## src/rtl/cpu_pkg.sv

```systemverilog
// rtl/cpu_pkg.sv - shared step names, widths and one-hot helper for the CPU control section
package cpu_pkg;

  localparam int STEP_COUNT = 6;

  localparam int STEP1 = 0;
  localparam int STEP2 = 1;
  localparam int STEP3 = 2;
  localparam int STEP4 = 3;
  localparam int STEP5 = 4;
  localparam int STEP6 = 5;

  typedef logic [STEP_COUNT-1:0] step_t;

  // True when exactly one bit is set: nonzero and clearing the lowest set bit leaves zero.
  function automatic logic onehot_ok(input step_t s);
    return (s != '0) && ((s & (s - step_t'(1))) == '0);
  endfunction

endpackage

```

## src/rtl/clock_stepper.sv

```systemverilog
// rtl/clock_stepper.sv - free-running one-hot instruction-cycle stepper with self-recovery
module clock_stepper
  import cpu_pkg::*;
#(
  parameter int NUM_STEPS = STEP_COUNT
) (
  input  logic                 clk,
  input  logic                 reset,
  output logic [NUM_STEPS-1:0] step
);

  localparam logic [NUM_STEPS-1:0] FIRST_STEP = {{(NUM_STEPS-1){1'b0}}, 1'b1};

  logic                 legal;
  logic [NUM_STEPS-1:0] next_step;

  // Any illegal pattern (zero, several ones, power-up garbage) reloads step 1 on the next edge.
  always_comb begin
    legal     = (step != '0) && ((step & (step - FIRST_STEP)) == '0);
    next_step = FIRST_STEP;
    if (legal)
      next_step = {step[NUM_STEPS-2:0], step[NUM_STEPS-1]};
  end

  always_ff @(posedge clk or posedge reset) begin
    if (reset)
      step <= FIRST_STEP;
    else
      step <= next_step;
  end

endmodule

```

## config.mk

```make
export PLATFORM = sky130hd
export DESIGN_NAME = clock_stepper
export DESIGN_NICKNAME = d
export VERILOG_FILES = /design/src/rtl/cpu_pkg.sv /design/src/rtl/clock_stepper.sv
export SDC_FILE = /design/constraint.sdc
export NUM_CORES = 1
export LEC_CHECK = 0
export CAP_MARGIN = 0
export CORE_AREA = 2 2 39 41
export DETAILED_ROUTE_END_ITERATION = 12
export DIE_AREA = 0 0 41 43
export GPL_TIMING_DRIVEN = 0
export SYNTH_ARGS = -nofsm -noshare
export SYNTH_HDL_FRONTEND = slang
export SYNTH_SLANG_ARGS = --single-unit
```

## constraint.sdc

```tcl
create_clock -name clk -period 2.3 [get_ports clk]
set_input_delay 0.46 -clock clk [delete_from_list [all_inputs] [get_ports clk]]
set_output_delay 0.46 -clock clk [all_outputs]
set_load 0.05 [all_outputs]
```

==> impl_metrics.toml <==
[setup_path]
crit_type = "reg -> out"
slowest_delay_ps = 810
cp_max_fo = 6
start_kind = "flip-flop"
crit_arrival_ps = 1620
crit_path_top_delay_cell = "clkdlybuf4s50_1"
path_buf_inv = 1
reg2reg_depth = 3
crit_family = "buffers and inverters"
required_ps = 1840
end_kind = "primary output"
path_depth = 1
crit_chain = "clkdlybuf4s50_1"

[route]
viasPerCell = 4.46
finalWirelength_um = 494
drc = 0
postRouteAntennaNets = 0
drt_first_pass_iters = 2
route.vias.total = 205
post_drt_wl_per_cell_um = 10.7
drt_iter0_markers = 2

[synth]
netlist_instances = 19
yosys.area.top_type_share = 0.481
synthTopCellsByArea = "dfrtp_1 (48%), nor3b_2 (14%), dfstp_2 (10%), or4_1 (5.8%), or4_4 (4.3%)"
synth_edf_count = 0
ys_ff_latch = 6
synth_nets = 21
yosysWarnings = 0
synth_largest_area_cell = "dfrtp_1"
ys.flop_type = "dfrtp_1"
syn_area_sq_um = 260
yosysMostFrequentCell = "dfrtp_1"
synth.distinct_cells = 12
avgSynthCellArea_sq_um = 13.7
ys_seq_area_frac = 0.582
yosys-top-cells-count = "dfrtp_1 (5), nor3b_2 (3), or4_1 (2)"
async_flop_share = 1.00

[power]
vdd_ir_drop_max_mv = 0.172
p_leak_nw = 0.144
total_power_uw = 215
p_per_area_nw_per_um2 = 572

[global_routing]
grt_max_degree = 7
grt_pass1_wl_um = 807
grtUsageTotal = 0.0788
grt.overflow.total = 0
antenna_found_initial = 0
grt_pass1_vias = 190

[finish]
area_delta_synth_final_pct = 44.7
final_area_sq_um = 377
reg_top3 = "step: 6 flops"
drive_gt1_frac = 0.267
diodes = 0
regMostFlops = "step"
largest_reg_flops = 6
fin_nets = 33

[sta]
worst_pin_slew_ps = 493
post-route-period-util = 0.902
final-hold-violation-count = 0
final-setup-viol-count = 0
clock_skew_ps = 5.81
slew_violations = 0
finalSetupTns_ps = 0
min_period_ps = 2080
fmax_mhz = 482
rsz0062_at_grt = "no"
slew_headroom = 0.670

[placed_design]
place_area_sq_um = 350
gp_congestion = 0.615
io_buffers = 7

[die]
num_rows = 14
chipWidth_um = 41
core-area_sq_um = 1380
dieArea_sq_um = 1760
ioPinCount = 8
dieHeight_um = 43
initial_utilization = 0.188

[job]
max-cap-violations = 0

[cts]
numCtsBuffers = 3
cts_tree = "built"
insertion_delay_ps = 250
clock_sinks = 6
hold_buffers = 0
ctsResizeCount = 0
clk_pin_slew_ps = 50
cts_setup_buffers = 0
clockBufferDepth = 2
clock_tree.htree_level_count = 1
clockRootBuffer = "clkbuf_4"

[run_status]
status = "finished, final reports clean"

[worst_hold_path]
hp-class = "in -> async"
[cell families (layout without fill, tap and decap cells)]
logic type,Yosys count,after routing,share of synthesized area
DFF,6,6,0.582
buffers and inverters,1,12,0.0144
xor gates and xnor gates,1,1,0.0337
and+or+nand+nor,11,11,0.370
[through the flow]
step | hold slack (ps) | setup slack [ps] | cells | utilization
detailed placement | 520 | 481 | 42 | 0.253
finish | 424 | 225 | 46 | 0.272
CTS | 426 | 212 | 46 | 0.272
floorplan | 250 | 760 | 19 | -
global route | 449 | 182 | 46 | 0.272
global placement | 511 | 485 | 42 | 0.253
[layout make-up]
class                           instances  area [sq um]
Timing Repair Buffer                    7          70.1
Tap cell                               16          20.0
Sequential cell                         6           151
Multi-Input combinational cell         12           105
Inverter                                1          3.75
Clock buffer                            4          26.3
Fill cell                             142          1010
[per-layer routing]
layer	part of all wire	up-vias	track usage
li1	-	95	-
met1	0.41	96	0.0852
met2	0.45	12	0.0875
met3	0.12	2	0.0785
met4	0.018	0	0.0600
met5	0	-	0
[cell usage in the layout (no fill, tap or decap), drive strengths merged]
cell type      instances
clkdlybuf4s50          7
dfrtp                  5
nor3b                  4
clkbuf                 4
or4                    3
xnor2                  1
nor2                   1
nor4                   1
or4b                   1
nor3                   1
inv                    1
dfstp                  1
[power breakdown]
part	internal (mW)	switching, mW	total (mW)
logic	0.00158	0.00218	0.00376
clock network	0.0658	0.0399	0.106
registers	0.106	0	0.106
total	0.173	0.0421	0.215
[path summary, 6_finish.rpt]
kind / startpoint / endpoint / slack [ps]
setup / recovery: step[0]$_DFF_PP1_ / step[0] / 220
hold / removal: reset / step[5]$_DFF_PP0_ / 420
setup reg to reg: step[3]$_DFF_PP0_ / step[0]$_DFF_PP1_ / 920
hold reg to reg: step[2]$_DFF_PP0_ / step[5]$_DFF_PP0_ / 530
max in group asynchronous: reset / step[0]$_DFF_PP1_ / 1610
min in group clk: step[2]$_DFF_PP0_ / step[5]$_DFF_PP0_ / 530
(Power assumes the default switching activity.)
